--- config.mk ---
export PLATFORM = sky130hd
export DESIGN_NAME = regfile_wr_arbiter_flat
export DESIGN_NICKNAME = d
export VERILOG_FILES = /design/src/rtl/regfile_pkg.sv /design/src/rtl/regfile_wr_arbiter_if.sv /design/src/rtl/rr_arb2.sv /design/src/rtl/regfile_wr_arbiter.sv /design/src/flat_wrapper.sv
export SDC_FILE = /design/constraint.sdc
export NUM_CORES = 1
export LEC_CHECK = 0
export CAP_MARGIN = 40
export CORE_ASPECT_RATIO = 0.5
export CORE_MARGIN = 8
export CORE_UTILIZATION = 44
export DETAILED_ROUTE_END_ITERATION = 7
export PLACE_DENSITY = 0.83
export SETUP_SLACK_MARGIN = 0.2
export SYNTH_ARGS = -nofsm -noshare
export SYNTH_HDL_FRONTEND = slang
export SYNTH_SLANG_ARGS = --single-unit
--- constraint.sdc ---
create_clock -name clk -period 5.5 [get_ports clk]
set_input_delay 1.1 -clock clk [delete_from_list [all_inputs] [get_ports clk]]
set_output_delay 1.1 -clock clk [all_outputs]
set_load 0.02 [all_outputs]
--- src/rtl/regfile_pkg.sv ---
`default_nettype none
// ------------------------------------------------------------------
// regfile_pkg : shared widths and write-request type for the RF writeback path
// Rev 1.0
// ------------------------------------------------------------------
package regfile_pkg;

  localparam int ADDR_W   = 5;
  localparam int DATA_W   = 32;
  localparam int NUM_REGS = 32;
  localparam int ZERO_REG = 0;

  typedef struct packed {
    logic [ADDR_W-1:0] addr;
    logic [DATA_W-1:0] data;
  } wr_req_t;

endpackage
`default_nettype wire

--- src/rtl/regfile_wr_arbiter_if.sv ---
`default_nettype none
// ------------------------------------------------------------------
// regfile_wr_arbiter_if : two writeback request channels plus the RF write port
// Rev 1.0
// ------------------------------------------------------------------
interface regfile_wr_arbiter_if #(
  parameter int ADDR_W = regfile_pkg::ADDR_W,
  parameter int DATA_W = regfile_pkg::DATA_W
) ();

  logic              req0_valid;
  logic [ADDR_W-1:0] req0_addr;
  logic [DATA_W-1:0] req0_data;
  logic              req0_ready;

  logic              req1_valid;
  logic [ADDR_W-1:0] req1_addr;
  logic [DATA_W-1:0] req1_data;
  logic              req1_ready;

  logic              rf_wr_en;
  logic [ADDR_W-1:0] rf_wr_addr;
  logic [DATA_W-1:0] rf_wr_data;

  modport slave (
    input  req0_valid, req0_addr, req0_data,
    output req0_ready,
    input  req1_valid, req1_addr, req1_data,
    output req1_ready,
    output rf_wr_en, rf_wr_addr, rf_wr_data
  );

  modport master (
    output req0_valid, req0_addr, req0_data,
    input  req0_ready,
    output req1_valid, req1_addr, req1_data,
    input  req1_ready,
    input  rf_wr_en, rf_wr_addr, rf_wr_data
  );

endinterface
`default_nettype wire

--- src/rtl/rr_arb2.sv ---
`default_nettype none
// ------------------------------------------------------------------
// rr_arb2 : two-way round-robin arbiter with a single priority flop
// Rev 1.0
// ------------------------------------------------------------------
module rr_arb2 (
  input  logic       clk,
  input  logic       rst,
  input  logic [1:0] req,
  output logic [1:0] grant
);

  logic prio_q;

  always_comb begin
    grant = 2'b00;
    case (req)
      2'b01:   grant = 2'b01;
      2'b10:   grant = 2'b10;
      2'b11:   grant = prio_q ? 2'b10 : 2'b01;
      default: grant = 2'b00;
    endcase
  end

  // Priority moves to the requester that just lost; holds when idle.
  always_ff @(posedge clk) begin
    if (rst)           prio_q <= 1'b0;
    else if (grant[0]) prio_q <= 1'b1;
    else if (grant[1]) prio_q <= 1'b0;
  end

endmodule
`default_nettype wire

--- src/rtl/regfile_wr_arbiter.sv ---
`default_nettype none
// ------------------------------------------------------------------
// regfile_wr_arbiter : buffers ALU/load writebacks and merges them onto one RF write port
// Rev 1.0
// ------------------------------------------------------------------
module regfile_wr_arbiter #(
  parameter int ADDR_W = regfile_pkg::ADDR_W,
  parameter int DATA_W = regfile_pkg::DATA_W
) (
  input  logic                clk,
  input  logic                rst,
  regfile_wr_arbiter_if.slave bus,
  input  logic [ADDR_W-1:0]   rd_addrA,
  input  logic [ADDR_W-1:0]   rd_addrB,
  output logic                pend_hitA,
  output logic                pend_hitB,
  output logic [15:0]         conflict_cnt
);
  import regfile_pkg::*;

  logic [1:0]        in_valid;
  logic [ADDR_W-1:0] in_addr [2];
  logic [DATA_W-1:0] in_data [2];
  logic [1:0]        ready;
  logic [1:0]        buf_valid;
  logic [ADDR_W-1:0] buf_addr [2];
  logic [DATA_W-1:0] buf_data [2];
  logic [1:0]        grant;
  logic [1:0]        arb_req;
  logic [15:0]       cnt_q;

  assign in_valid   = {bus.req1_valid, bus.req0_valid};
  assign in_addr[0] = bus.req0_addr;
  assign in_addr[1] = bus.req1_addr;
  assign in_data[0] = bus.req0_data;
  assign in_data[1] = bus.req1_data;

  assign bus.req0_ready = ready[0];
  assign bus.req1_ready = ready[1];

  for (genvar i = 0; i < 2; i++) begin : g_buf
    logic    valid_q;
    wr_req_t entry_q;
    logic    load;

    assign ready[i] = ~rst & (~valid_q | grant[i]);
    // Writes to the zero register are acknowledged but dropped here.
    assign load     = in_valid[i] & ready[i] & (in_addr[i] != ADDR_W'(ZERO_REG));

    always_ff @(posedge clk) begin
      if (rst) begin
        valid_q <= 1'b0;
      end else if (load) begin
        valid_q <= 1'b1;
        entry_q <= '{addr: in_addr[i], data: in_data[i]};
      end else if (grant[i]) begin
        valid_q <= 1'b0;
      end
    end

    assign buf_valid[i] = valid_q;
    assign buf_addr[i]  = entry_q.addr;
    assign buf_data[i]  = entry_q.data;
  end

  // Masking with rst keeps stale buffers from writing in the reset cycle.
  assign arb_req = buf_valid & {2{~rst}};

  rr_arb2 u_arb (
    .clk   (clk),
    .rst   (rst),
    .req   (arb_req),
    .grant (grant)
  );

  assign bus.rf_wr_en   = |grant;
  assign bus.rf_wr_addr = grant[0] ? buf_addr[0] : (grant[1] ? buf_addr[1] : '0);
  assign bus.rf_wr_data = grant[0] ? buf_data[0] : (grant[1] ? buf_data[1] : '0);

  assign pend_hitA = ~rst & (rd_addrA != '0) &
                     ((buf_valid[0] & (buf_addr[0] == rd_addrA)) |
                      (buf_valid[1] & (buf_addr[1] == rd_addrA)));
  assign pend_hitB = ~rst & (rd_addrB != '0) &
                     ((buf_valid[0] & (buf_addr[0] == rd_addrB)) |
                      (buf_valid[1] & (buf_addr[1] == rd_addrB)));

  always_ff @(posedge clk) begin
    if (rst)                                 cnt_q <= 16'd0;
    else if (&buf_valid && cnt_q != 16'hFFFF) cnt_q <= cnt_q + 16'd1;
  end

  assign conflict_cnt = cnt_q;

endmodule
`default_nettype wire

--- src/flat_wrapper.sv ---
// flat-port wrapper written by rule: the top's interface ports become plain ports
module regfile_wr_arbiter_flat import regfile_pkg::*;
#(
  parameter int ADDR_W = regfile_pkg::ADDR_W,
  parameter int DATA_W = regfile_pkg::DATA_W
)
  (clk, rst, rd_addrA, rd_addrB, pend_hitA, pend_hitB, conflict_cnt, bus_req0_valid, bus_req0_addr, bus_req0_data, bus_req0_ready, bus_req1_valid, bus_req1_addr, bus_req1_data, bus_req1_ready, bus_rf_wr_en, bus_rf_wr_addr, bus_rf_wr_data);
  regfile_wr_arbiter_if #(.ADDR_W(ADDR_W), .DATA_W(DATA_W)) bus_i ();
  input  logic clk;
  input  logic rst;
  input  logic [ADDR_W-1:0] rd_addrA;
  input  logic [ADDR_W-1:0] rd_addrB;
  output logic pend_hitA;
  output logic pend_hitB;
  output logic [15:0] conflict_cnt;
  input wire logic [$bits(bus_i.req0_valid)-1:0] bus_req0_valid;
  input wire logic [$bits(bus_i.req0_addr)-1:0] bus_req0_addr;
  input wire logic [$bits(bus_i.req0_data)-1:0] bus_req0_data;
  output wire logic [$bits(bus_i.req0_ready)-1:0] bus_req0_ready;
  input wire logic [$bits(bus_i.req1_valid)-1:0] bus_req1_valid;
  input wire logic [$bits(bus_i.req1_addr)-1:0] bus_req1_addr;
  input wire logic [$bits(bus_i.req1_data)-1:0] bus_req1_data;
  output wire logic [$bits(bus_i.req1_ready)-1:0] bus_req1_ready;
  output wire logic [$bits(bus_i.rf_wr_en)-1:0] bus_rf_wr_en;
  output wire logic [$bits(bus_i.rf_wr_addr)-1:0] bus_rf_wr_addr;
  output wire logic [$bits(bus_i.rf_wr_data)-1:0] bus_rf_wr_data;
  assign bus_i.req0_valid = bus_req0_valid;
  assign bus_i.req0_addr = bus_req0_addr;
  assign bus_i.req0_data = bus_req0_data;
  assign bus_req0_ready = bus_i.req0_ready;
  assign bus_i.req1_valid = bus_req1_valid;
  assign bus_i.req1_addr = bus_req1_addr;
  assign bus_i.req1_data = bus_req1_data;
  assign bus_req1_ready = bus_i.req1_ready;
  assign bus_rf_wr_en = bus_i.rf_wr_en;
  assign bus_rf_wr_addr = bus_i.rf_wr_addr;
  assign bus_rf_wr_data = bus_i.rf_wr_data;
  regfile_wr_arbiter #(.ADDR_W(ADDR_W), .DATA_W(DATA_W)) u_core (.clk(clk), .rst(rst), .bus(bus_i), .rd_addrA(rd_addrA), .rd_addrB(rd_addrB), .pend_hitA(pend_hitA), .pend_hitB(pend_hitB), .conflict_cnt(conflict_cnt));
endmodule
==> flow_summary_export.csv <==
group,metric,value,unit
outcome,status,"finished clean",
clock_tree,cts_resized,0,
logic_synthesis,seq_area_frac_synth,66.9,%
placement,dpl_worst_slack,1.20,ns
critical_path,r2r_setup_slack,3.21,ns
min_path,min_path_type,"reg -> reg",
grt,grt_first_pass_wirelength,16.3,mm
drt,drt_wl_total,10.8,mm
logic_synthesis,ys_seq_elements,93,
clock_tree,h-tree-depth,3,
clock_tree,cts_hold_buf,0,
clock_tree,cts_buffer_depth,2,
die,num_rows,24,
final_layout,seqCellArea,2600,um2
sta,clock.fmax,231,MHz
die,die_w,149,um
final_layout,fill_cells,667,
logic_synthesis,syn_nets,369,
logic_synthesis,syn_avg_cell_area,13.9,um2
placement,detailed_place.area,5500,um2
power,power.leakage,1.91,nW
grt,grt_usage,17.3,%
logic_synthesis,synth-edff-count,74,
drt,wl_per_cell,19.6,um
critical_path,crit_path_end_kind,"output pin",
clock_tree,cts_setup_buffers,0,
die,core-area,8650,um2
power,p_per_area,279,nW/um2
sta,max-slew-margin-rel,38.1,%
power,peakVddDrop,0.212,mV
drt,vias,3020,
logic_synthesis,yosys_warnings,0,
final_layout,multi_input_area,1230,um2
final_layout,drive_gt1_share,7.16,%
final_layout,diodes,0,
final_layout,instances_no_fill,550,
sta,fin_tns_setup,0,ns
placement,port_buffers,145,
flow_run,drv_cap,0,
critical_path,crit_slowest_cell,"clkdlybuf4s50_1",
drt,route.detailed.drc,0,
sta,holdWs,0.504,ns
logic_synthesis,synth_ff_type,"edfxtp_1",
sta,rsz0062_at_grt,"no",
sta,setup_viol,0,
clock_tree,root_buffer,"clkbuf_16",
sta,finalClockSkew,0.00542,ns
logic_synthesis,synthCells,280,
critical_path,cp-start-kind,"input port",
critical_path,critPathMaxStageDelay,0.63,ns
sta,finalCritPeriodShare,78.7,%
sta,min_period,4.33,ns
placement,hpwl,7.76,mm
clock_tree,clk_latency,0.33,ns
die,start_util,45.0,%
grt,grt_start_max_net_pins,38,
sta,postLayoutSetupSlackWorst,1.17,ns
die,dieArea,12300,um2
drt,viasPerCell,5.49,
die,boundaryPins,146,
logic_synthesis,synth_top_area_cell,"edfxtp_1",
logic_synthesis,synthArstFlopShare,0,%
critical_path,cp.arrival,3.23,ns
die,die_h,82.5,um
final_layout,final_cell_mix,"clkdlybuf4s50_1, edfxtp_1, a22o_1, dfxtp_1, a21oi_1",
logic_synthesis,synth_area_leaders,"edfxtp_1, dfxtp_1, a22o_1",
critical_path,crit_chain,"clkdlybuf4s50_1 > a21oi_1 > and2_1 > buf_4 > a22o_1 > clkdlybuf4s50_1",
placement,gp_congestion,0.893,
sta,worst_pin_slew,0.920,ns
final_layout,mostFrequentLayoutCell,"clkdlybuf4s50_1",
clock_tree,cts_tree,"done",
grt,grt_pass1_vias,2979,
clock_tree,cts_sinks,93,
sta,slew_viol_final,0,
grt,gr-total-overflow,0,
critical_path,critical_path_class,"in -> out",
drt,ant_nets,0,
critical_path,required,4.40,ns
sta,hold_violations,0,
critical_path,cp_common_cell,"clkdlybuf4s50_1",
clock_tree,clkSlewWorstSetupHoldPaths,0.06,ns
grt,antenna_found_initial,0,
clock_tree,cts_made_buffers,9,
logic_synthesis,synth_area,3890,um2
logic_synthesis,synth_top_area_share,57.1,%
critical_path,critPathMaxFanout,37,
final_layout,fin_area,5790,um2
drt,drtIter0Drc,184,
placement,dp.cells,534,
final_layout,syn_to_final_growth,48.8,%
drt,first_pass_iters,4,
final_layout,nNetsFinal,517,
logic_synthesis,yosysUniqueCellTypes,36,
==> cells by family (layout without fill, tap and decap cells) <==
kind of cell	after synthesis	after routing	share of synthesized area, %
DFF	93	93	66.9
AOI/OAI and AO/OA	74	74	14.1
and+or+nand+nor	72	72	11.4
xor gates and xnor gates	20	20	4.50
buffers and inverters	17	170	1.96
muxes	3	3	0.868
adders and majority gates	1	1	0.322
==> registers in the layout (all words and copies together), names as in the netlist <==
name                  flops
u_core.conflict_cnt      16
u_core.g_buf.valid_q      2
u_core.buf_addr          10
u_core.u_arb.prio_q       1
u_core.buf_data          64
==> final timing paths <==
check / from / endpoint / cells past startpoint
setup / recovery: rst / bus_rf_wr_data[28] / 6
hold / removal: u_core.conflict_cnt[13]$_SDFFE_PP0P_ / u_core.conflict_cnt[13]$_SDFFE_PP0P_ / 2
setup reg to reg: u_core.g_buf[0].valid_q$_SDFFE_PP0P_ / u_core.buf_data[14]$_DFFE_PP_ / 5
hold reg to reg: u_core.conflict_cnt[13]$_SDFFE_PP0P_ / u_core.conflict_cnt[13]$_SDFFE_PP0P_ / 2
==> worst max-delay path, delay by kind of cell <==
| kind | cells | cell delay, ns |
|---|---|---|
| buffers and inverters | 3 | 1.50 |
| AOI/OAI and AO/OA | 2 | 0.44 |
| and+or+nand+nor | 1 | 0.17 |
==> where the power goes <==
| group | switching, mW | leakage [nW] | internal [mW] |
|---|---|---|---|
| clock | 0.256 | 0.138 | 0.355 |
| combinational | 0.0885 | 0.935 | 0.111 |
| sequential | 0.0146 | 0.840 | 0.790 |
==> through the flow <==
step	total power, mW	util [%]
after floorplan	0.896	-
after global placement	1.01	63.4
after detailed placement	1.02	63.5
after CTS	1.63	66.9
after global routing	1.67	66.9
final	1.61	66.9
==> layout make-up <==
type	count	share of cell area (%)
sequential	93	45.0
tap	117	2.53
clock inverter	5	1.02
clock buffer	11	4.02
inverter	3	0.195
timing repair buffer	151	25.9
multi-input combinational	170	21.3
==> layer usage <==
metal,part of all wire (%),global-route usage [%],vias up
li1,-,-,1420
met1,38,17.9,1502
met2,56,34.3,81
met3,4.3,4.30,17
met4,1.8,5.59,0
met5,0,0,-
==> cells in the mapped netlist, types with 2 or more instances <==
master / n
or3b_2: 2
mux2_2: 3
or3_1: 3
nor3_1: 2
a21oi_1: 18
buf_2: 4
xor2_1: 16
or2_2: 2
a22o_1: 37
nor2_1: 7
xnor2_1: 4
or4_1: 12
nand2_1: 10
nor4_1: 8
o31ai_1: 10
o21ai_0: 5
nor2b_1: 4
nand4_1: 5
a221oi_1: 2
clkbuf_1: 8
edfxtp_1: 74
nand3_1: 10
dfxtp_1: 19
inv_1: 3
Note: power is estimated with default switching activity, not from simulation.
